==> src/rtl/ercy_pkg.sv <==
// Shared types and constants for the ERCY sector scheduler.
package ercy_pkg;

  localparam int unsigned SEC_BYTES = 512;
  localparam int unsigned PTR_W     = 10;
  localparam int unsigned LVL_W     = 11;
  localparam int unsigned CNT_W     = 32;
  localparam int unsigned CLST_W    = 16;
  localparam int unsigned SPC_W     = 8;

  localparam logic [7:0] PAD_BYTE = 8'h00;

  typedef enum logic [2:0] {
    ST_IDLE,
    ST_WAIT,
    ST_REQ,
    ST_XFER,
    ST_SDONE,
    ST_FIN
  } state_e;

  // Saturating increment for the cluster counter.
  function automatic logic [CLST_W-1:0] sat_inc_clst(input logic [CLST_W-1:0] v);
    return (v == {CLST_W{1'b1}}) ? v : v + CLST_W'(1);
  endfunction

endpackage

==> src/rtl/ercy_clst_cntr.sv <==
// Sector/cluster bookkeeping: sector address, sector count, cluster count.
module ercy_clst_cntr
  import ercy_pkg::*;
#(
  parameter logic [CNT_W-1:0] MAX_SECS = 32'h0000_FFFF
) (
  input  logic              clk,
  input  logic              nreset,
  input  logic              open_i,
  input  logic              adv_i,
  input  logic [CNT_W-1:0]  strt_sec_i,
  input  logic [SPC_W-1:0]  spclust_i,
  output logic [CNT_W-1:0]  wr_sec_o,
  output logic [CNT_W-1:0]  sec_cnt_o,
  output logic [CLST_W-1:0] clst_cnt_o,
  output logic              last_o
);

  logic [SPC_W-1:0]  spc_q;
  logic [SPC_W-1:0]  pos_q;
  logic [CNT_W-1:0]  wr_sec_q;
  logic [CNT_W-1:0]  sec_cnt_q;
  logic [CLST_W-1:0] clst_q;

  // Latch file geometry on open; advance sector address and cluster position per written sector.
  always_ff @(posedge clk) begin
    if (!nreset) begin
      spc_q     <= '0;
      pos_q     <= '0;
      wr_sec_q  <= '0;
      sec_cnt_q <= '0;
      clst_q    <= '0;
    end else if (open_i) begin
      // A zero cluster size would never wrap; treat it as one sector per cluster.
      spc_q     <= (spclust_i == '0) ? SPC_W'(1) : spclust_i;
      pos_q     <= '0;
      wr_sec_q  <= strt_sec_i;
      sec_cnt_q <= '0;
      clst_q    <= '0;
    end else if (adv_i) begin
      sec_cnt_q <= sec_cnt_q + CNT_W'(1);
      wr_sec_q  <= wr_sec_q + CNT_W'(1);
      // First sector of a cluster claims a new cluster.
      if (pos_q == '0) begin
        clst_q <= sat_inc_clst(clst_q);
      end
      pos_q <= (pos_q == spc_q - SPC_W'(1)) ? '0 : pos_q + SPC_W'(1);
    end
  end

  // True when the sector being completed is the last one the file may hold.
  assign last_o = ((sec_cnt_q + CNT_W'(1)) == MAX_SECS);

  assign wr_sec_o   = wr_sec_q;
  assign sec_cnt_o  = sec_cnt_q;
  assign clst_cnt_o = clst_q;

endmodule

==> src/rtl/ercy_sector_sched.sv <==
// ERCY file writer: packs FIFO bytes into 512-byte SD sector writes, pads on flush, reports totals.
module ercy_sector_sched
  import ercy_pkg::*;
#(
  parameter logic [CNT_W-1:0] MAX_SECS = 32'h0000_FFFF
) (
  input  logic              clk,
  input  logic              nreset,
  input  logic              start,
  input  logic              flush,
  input  logic [CNT_W-1:0]  strt_sec,
  input  logic [SPC_W-1:0]  spclust,
  input  logic [LVL_W-1:0]  fifo_lvl,
  input  logic [7:0]        fifo_q,
  output logic              fifo_rd,
  output logic              wr_req,
  input  logic              wr_ack,
  output logic [CNT_W-1:0]  wr_sec,
  input  logic              dat_ld,
  output logic [7:0]        dat_out,
  input  logic              pkt_done,
  output logic              busy,
  output logic              done,
  output logic [CNT_W-1:0]  byte_cnt,
  output logic [CNT_W-1:0]  sec_cnt,
  output logic [CLST_W-1:0] clst_cnt,
  output logic              err_urun,
  output logic              err_full
);

  state_e           state_q;
  logic [PTR_W-1:0] ptr_q;
  logic [CNT_W-1:0] byte_cnt_q;
  logic             flush_pend_q;
  logic             err_urun_q;
  logic             err_full_q;
  logic             busy_q;
  logic             done_q;
  logic             wr_req_q;
  logic [7:0]       dat_out_q;

  logic open_c;
  logic adv_c;
  logic last_c;
  logic fifo_nz_c;
  logic sec_avail_c;

  assign fifo_nz_c   = (fifo_lvl != '0);
  assign sec_avail_c = (fifo_lvl >= LVL_W'(SEC_BYTES));
  assign open_c      = (state_q == ST_IDLE) && start;
  assign adv_c       = (state_q == ST_SDONE) && pkt_done;

  // Pop is combinational with the transceiver's byte load so the FIFO advances in the same cycle.
  assign fifo_rd = (state_q == ST_XFER) && dat_ld && fifo_nz_c;

  ercy_clst_cntr #(
    .MAX_SECS (MAX_SECS)
  ) u_clst (
    .clk        (clk),
    .nreset     (nreset),
    .open_i     (open_c),
    .adv_i      (adv_c),
    .strt_sec_i (strt_sec),
    .spclust_i  (spclust),
    .wr_sec_o   (wr_sec),
    .sec_cnt_o  (sec_cnt),
    .clst_cnt_o (clst_cnt),
    .last_o     (last_c)
  );

  // File sequencer: sector request, byte streaming with padding, completion and error tracking.
  always_ff @(posedge clk) begin
    if (!nreset) begin
      state_q      <= ST_IDLE;
      ptr_q        <= '0;
      byte_cnt_q   <= '0;
      flush_pend_q <= 1'b0;
      err_urun_q   <= 1'b0;
      err_full_q   <= 1'b0;
      busy_q       <= 1'b0;
      done_q       <= 1'b0;
      wr_req_q     <= 1'b0;
      dat_out_q    <= PAD_BYTE;
    end else begin
      done_q <= 1'b0;

      // A flush may arrive at any point while the file is open.
      if ((state_q != ST_IDLE) && flush) begin
        flush_pend_q <= 1'b1;
      end

      case (state_q)
        ST_IDLE: begin
          if (start) begin
            state_q      <= ST_WAIT;
            busy_q       <= 1'b1;
            byte_cnt_q   <= '0;
            flush_pend_q <= 1'b0;
            err_urun_q   <= 1'b0;
            err_full_q   <= 1'b0;
          end
        end

        ST_WAIT: begin
          // Full sector buffered, or a partial tail once the producer has flushed.
          if (sec_avail_c || (flush_pend_q && fifo_nz_c)) begin
            state_q  <= ST_REQ;
            wr_req_q <= 1'b1;
          end else if (flush_pend_q) begin
            state_q <= ST_FIN;
          end
        end

        ST_REQ: begin
          if (wr_ack) begin
            state_q  <= ST_XFER;
            wr_req_q <= 1'b0;
            ptr_q    <= '0;
          end
        end

        ST_XFER: begin
          if (dat_ld) begin
            if (fifo_nz_c) begin
              dat_out_q  <= fifo_q;
              byte_cnt_q <= byte_cnt_q + CNT_W'(1);
            end else begin
              dat_out_q <= PAD_BYTE;
              // Running dry is only legal once the producer has declared the end.
              if (!flush_pend_q) begin
                err_urun_q <= 1'b1;
              end
            end
            if (ptr_q == PTR_W'(SEC_BYTES - 1)) begin
              state_q <= ST_SDONE;
            end else begin
              ptr_q <= ptr_q + PTR_W'(1);
            end
          end
        end

        ST_SDONE: begin
          if (pkt_done) begin
            if (last_c) begin
              err_full_q <= 1'b1;
              state_q    <= ST_FIN;
            end else begin
              state_q <= ST_WAIT;
            end
          end
        end

        ST_FIN: begin
          done_q  <= 1'b1;
          busy_q  <= 1'b0;
          state_q <= ST_IDLE;
        end

        default: begin
          state_q <= ST_IDLE;
        end
      endcase
    end
  end

  assign wr_req   = wr_req_q;
  assign dat_out  = dat_out_q;
  assign busy     = busy_q;
  assign done     = done_q;
  assign byte_cnt = byte_cnt_q;
  assign err_urun = err_urun_q;
  assign err_full = err_full_q;

endmodule

==> config.mk <==
export PLATFORM = sky130hd
export DESIGN_NAME = ercy_sector_sched
export DESIGN_NICKNAME = d
export VERILOG_FILES = /design/src/rtl/ercy_pkg.sv /design/src/rtl/ercy_clst_cntr.sv /design/src/rtl/ercy_sector_sched.sv
export SDC_FILE = /design/constraint.sdc
export NUM_CORES = 1
export LEC_CHECK = 0
export CAP_MARGIN = 20
export CORE_MARGIN = 2
export CORE_UTILIZATION = 45
export CTS_CLUSTER_DIAMETER = 40
export CTS_CLUSTER_SIZE = 8
export DETAILED_ROUTE_END_ITERATION = 8
export PLACE_DENSITY_LB_ADDON = 0.3
export SETUP_SLACK_MARGIN = 0.02
export SYNTH_ARGS = -nofsm -noshare
export SYNTH_HDL_FRONTEND = slang
export SYNTH_HIERARCHICAL = 1
export SYNTH_SLANG_ARGS = --single-unit
==> constraint.sdc <==
create_clock -name clk -period 2.95 [get_ports clk]
set_input_delay 0.295 -clock clk [delete_from_list [all_inputs] [get_ports clk]]
set_output_delay 0.295 -clock clk [all_outputs]
set_load 0.005 [all_outputs]
==> flow_summary.toml, run 1 <==
[timing]
rsz0062_at_grt = "false"
setup_violations = 0
maxSlewHeadroom = 0.508
finalSetupTns_ps = 0
finalCritPeriodShare = 0.932
period_needed_ps = 2750
max_freq_mhz = 364
maxSlewViolCount = 0
worstMarginPinSlew_ps = 734
fin_skew_ps = 11.7
hold_viol = 0

[worst_setup_path]
cp_cell_sequence = "and3_1 > and3_1 > nand3_1 > a211oi_2 > o2111ai_1 > nor4_1 > buf_4 > o21ai_0 > a211oi_1"
setup.worst_path.end_class = "flop"
reg2reg_slack_ps = 200
cpMaxStageDelayCell = "dfxtp_1"
path_max_fanout = 9
cp-start-kind = "flop"
cp_slowest_stage_delay_ps = 490
cp_common_cell = "and3_1"
critPathKind = "reg2reg"
crit_arrival_ps = 3070
worstPathRequired_ps = 3270

[yosys]
synth_nets = 1051
synth_edf_count = 0
async_flop_share = 0
synthesis.area_mm2 = 0.00811
seq_area_frac_synth = 0.383
yosysTopAreaCell = "dfxtp_1"
ys_top_cells_by_area = "dfxtp_1, xor2_1, xnor2_1, nor2_1, nand2_1"
syn_avg_cell_area_um2 = 8.31
synth_cells = 976
yosys_register_bits = 155
yosysTopAreaCellShare = 0.383
synth_cell_type_count = 69
yosysWarningCount = 6
synthFlopType = "dfxtp_1"

[power]
total_power_mw = 5.95
p_per_area_mw_per_mm2 = 548
leakage_nw = 3.77
ir_drop_uv = 413

[place]
dp.cells = 1368
dp_hpwl_mm = 14.9
gp_congestion = 0.846
port_buffers = 191

[run_status]
status = "finished, final reports clean"

[global_routing]
first_global_vias = 7003
grt_pass1_wl_mm = 34.7
track_usage = 0.214
grt_max_degree = 47
gr-total-overflow = 0
antenna_found_initial = 0

[routing]
drc_errors = 0
vias_per_cell = 5.49
drt_first_iter_violations = 334
wl_per_cell_um = 14.9
first_pass_iters = 5
postRouteAntennaNets = 0
vias = 7686
routed_wl_mm = 20.8

[floorplanning]
die_h_um = 138
rows = 49
die_w_um = 138
dieArea_mm2 = 0.0191
coreArea_mm2 = 0.0178
ios = 192
start_util = 0.454

[cells_and_area]
fin_nets = 1233
fin_cells = 1400
ff_latch_area_mm2 = 0.00310
multi_input_area_mm2 = 0.00471
synthToLayoutAreaGrowth_pct = 33.9
antenna_cells = 0
fillers = 1605
final_layout_size_suffix_gt1_frac = 0.0666

[clock_network]
cts_resized = 0
cts_buffer_depth = 2
clk_latency_ps = 420
cts_max_level = 4
cts_tree = "built"
clk_pin_slew_ps = 70
hold_buffers = 0
cts_buffers = 17
clock-root-buffer = "clkbuf_16"
clkSinkCount = 155
cts_setup_buffers = 0

[worst_hold_path]
hold_path_class = "reg2reg"

[flow_run]
cap_violations = 0
[final cells by class]
cell class,instances,area share
multi-input cells,748,0.434
flip-flops and latches,155,0.286
repair buffers,213,0.192
clock buffers,18,0.0405
well taps,229,0.0264
clock inverters,14,0.0127
inverters,23,0.00795
[stage by stage]
| step | cell area (um2) | worst slack (ps) | hold slack (ps) | utilization |
|---|---|---|---|---|
| 3_3_place_gp | 10300 | 464 | 466 | 0.576 |
| 4_1_cts | 10900 | 230 | 459 | 0.609 |
| 6_report | 10900 | 202 | 478 | 0.609 |
| 2_1_floorplan | 8110 | 362 | 433 | - |
| 3_5_place_dp | 10300 | 275 | 470 | 0.576 |
| 5_1_grt | 10900 | 53.3 | 481 | 0.609 |
[per-layer routing]
| layer | track usage | up-vias | wire (um) | share of wire |
|---|---|---|---|---|
| met2 | 0.348 | 209 | 9820 | 0.47 |
| li1 | - | 3843 | - | - |
| met3 | 0.0481 | 14 | 1120 | 0.054 |
| met5 | 0 | - | 0 | 0 |
| met1 | 0.288 | 3620 | 9690 | 0.47 |
| met4 | 0.0564 | 0 | 176 | 0.0085 |
[cell usage in the layout (no fill, tap or decap), drive strengths merged, types with 22 or more instances in the layout]
| cell | n |
|---|---|
| a21oi | 44 |
| buf | 22 |
| clkdlybuf4s50 | 191 |
| dfxtp | 155 |
| inv | 26 |
| nand2 | 84 |
| nand3 | 57 |
| nand4 | 36 |
| nor2 | 103 |
| nor3 | 28 |
| o21ai | 53 |
| xnor2 | 47 |
| xor2 | 65 |
[cells in the mapped netlist (3+ instances only)]
library cell	number
and3b_1	3
a31oi_1	4
a21oi_1	44
and2_1	19
and4_1	10
and3_1	18
o211a_1	13
nor4_1	10
buf_2	7
clkbuf_1	39
o2111ai_1	7
nand2b_1	7
nand3_1	55
nor3_1	28
nand4_1	34
o211ai_1	12
o21ai_0	50
o21ai_1	3
or3_1	16
or2_2	5
a22oi_1	9
a211oi_1	3
nor2_1	103
or4_1	10
nor3b_1	5
nor2b_1	11
mux2i_1	12
o31ai_1	10
o21a_1	3
dfxtp_1	155
inv_1	22
xor2_1	65
nand2_1	84
ha_1	9
nor4b_1	4
xnor2_1	47
[state kept, by name (all words and copies together), names as in the netlist, 3 cells and up]
signal and flops:
ptr_q 10, u_clst/clst_cnt_o 16, u_clst/pos_q 8, u_clst/wr_sec_o 32, u_clst/sec_cnt_o 32, u_clst/spc_q 8
byte_cnt 32, dat_out 8, state_q 3
[critical path: cells and delay by family, from the launching register on]
family          cells  cell delay, ps
flops               1             490
compound gates      4             710
buf+inv             1             200
simple gates        4            1250
[power by group]
part           switching [mW]  internal (mW)  total [mW]
Clock                   0.925           1.20        2.13
Sequential              0.206           2.27        2.48
Combinational           0.665          0.685        1.35
[cell families (layout without fill, tap and decap cells)]
kind of cell             after synthesis  in the layout  share of synthesized area
AND/OR/NAND/NOR                      442            442                      0.293
buffers and inverters                 73            268                     0.0360
multiplexers                          12             12                     0.0148
AO/OA/AOI/OAI                        173            173                      0.139
XOR/XNOR                             112            112                      0.121
adder cells (fa/ha/maj)                9              9                     0.0139
flip-flops                           155            155                      0.383
[worst paths after layout]
check / from / end / cells after the start
hold / removal: wr_req / wr_req / 2
setup / recovery: u_clst/sec_cnt_o[12] / state_q[2] / 9
hold reg to reg: wr_req / wr_req / 2
setup reg to reg: u_clst/sec_cnt_o[12] / state_q[2] / 9
Power figures use the tool's default switching activity.
==> run 2: changes to the inputs <==
CORE_MARGIN = 10   (was 2)
==> run 2 against run 1 <==
Combinational power barely moved. Register-to-register slack improved by 110 ps. First-iteration DRC count rose by 30%. Final area barely moved. Sequential share of layout area barely moved. Utilization barely moved. Flip-flop and latch count did not move. Fmax rose by 4.1%. Final cell count fell by 0.21%. Die area rose by 24%. Critical path type unchanged.
==> flow_summary.toml, run 2 (same netlist as run 1, synthesis figures left out) <==
[place]
gp_congestion = 0.876
dp.cells = 1366
port_buffers = 191
dp_hpwl_mm = 16.4
place_ws_ps = 363

[timing]
maxSlewViolCount = 0
finalSetupTns_ps = 0
period_needed_ps = 2640
max_freq_mhz = 379
worstMarginPinSlew_ps = 683
finalCritPeriodShare = 0.895
maxSlewHeadroom = 0.538
hold_viol = 0
fin_hold_ws_ps = 464
setup_violations = 0
fin_skew_ps = 8.07
setup_slack_ps = 309
rsz0062_at_grt = "false"

[global_routing]
track_usage = 0.179
gr-total-overflow = 0
first_global_vias = 7258
antenna_found_initial = 0
grt_pass1_wl_mm = 36.3
grt_max_degree = 42

[floorplanning]
ios = 192
start_util = 0.454
dieArea_mm2 = 0.0238
coreArea_mm2 = 0.0178
die_h_um = 154
die_w_um = 154
rows = 49

[power]
p_per_area_mw_per_mm2 = 555
ir_drop_uv = 420
leakage_nw = 3.77

[run_status]
status = "finished, final reports clean"

[cells_and_area]
post-route-util = 0.609
antenna_cells = 0
fin_cells = 1397
synthToLayoutAreaGrowth_pct = 34.0
final_layout_size_suffix_gt1_frac = 0.0625
final_cell_mix = "clkdlybuf4s50_1, dfxtp_1, nor2_1"
final_common_cell = "clkdlybuf4s50_1"
fin_nets = 1231

[clock_network]
clkSinkCount = 155
clock-root-buffer = "clkbuf_16"
cts_max_level = 4
cts_tree = "built"
clk_pin_slew_ps = 70
hold_buffers = 0
clk_latency_ps = 420
cts_resized = 0
cts_setup_buffers = 0
cts_buffers = 17
cts_buffer_depth = 2

[worst_hold_path]
hold_path_class = "in2reg"

[routing]
vias = 7645
routed_wl_mm = 22.3
wl_per_cell_um = 16.0
postRouteAntennaNets = 0
drt_first_iter_violations = 433
drc_errors = 0
first_pass_iters = 5
vias_per_cell = 5.47

[worst_setup_path]
cp_slowest_stage_delay_ps = 490
cp_common_cell = "o21ai_0"
crit_family = "simple AND/OR/NAND/NOR gates"
cpMaxStageDelayCell = "dfxtp_1"
critPathKind = "reg2reg"
worstPathRequired_ps = 3280
crit_arrival_ps = 2970
setup.worst_path.end_class = "flop"
cp-start-kind = "flop"
path_buf_inv = 1
path_max_fanout = 9
cp_cell_sequence = "and4_1 > and3_1 > nand3_1 > o21ai_0 > o211ai_1 > nor4_1 > buf_4 > o21ai_0 > a211oi_1"

[flow_run]
cap_violations = 0
run 2: worst reg2reg max path, cell delays in order (launching register included):
cell	delay, ps
dfxtp_1	490
and4_1	320
and3_1	360
nand3_1	160
o21ai_0	270
o211ai_1	140
nor4_1	350
buf_4	190
o21ai_0	80
a211oi_1	200
run 2: where the power goes:
| group | internal (mW) | switching, mW |
|---|---|---|
| combinational | 0.684 | 0.678 |
| sequential | 2.27 | 0.204 |
| clock | 1.31 | 0.875 |
| total | 4.27 | 1.76 |
run 2: metrics by stage:
stage,power (mW),instance area (um2)
after CTS,6.09,10900
after floorplan,3.27,8110
after global routing,6.34,10900
after global placement,3.88,10300
after detailed placement,3.89,10300
final,6.03,10900
run 2: final cells by class:
type | instances | area (um2)
clock inverter | 9 | 113
inverter | 23 | 86.3
sequential | 155 | 3100
multi-input combinational | 748 | 4710
tap | 229 | 287
clock buffer | 22 | 474
fill | 1582 | 6980
timing repair buffer | 211 | 2090
run 2: metal layers:
layer	track usage	wire length (um)	up-vias
met3	0.0582	1740	19
met2	0.289	10500	220
met4	0.0576	274	0
li1	-	-	3844
met1	0.220	9830	3562
met5	0	0	-
run 2: final timing paths:
kind,start,endpoint,slack [ps],cells after the start
min reg2reg,wr_req,wr_req,480,2
min,flush,flush_pend_q,460,3
max,u_clst/sec_cnt_o[20],state_q[2],310,9
max reg2reg,u_clst/sec_cnt_o[20],state_q[2],310,9
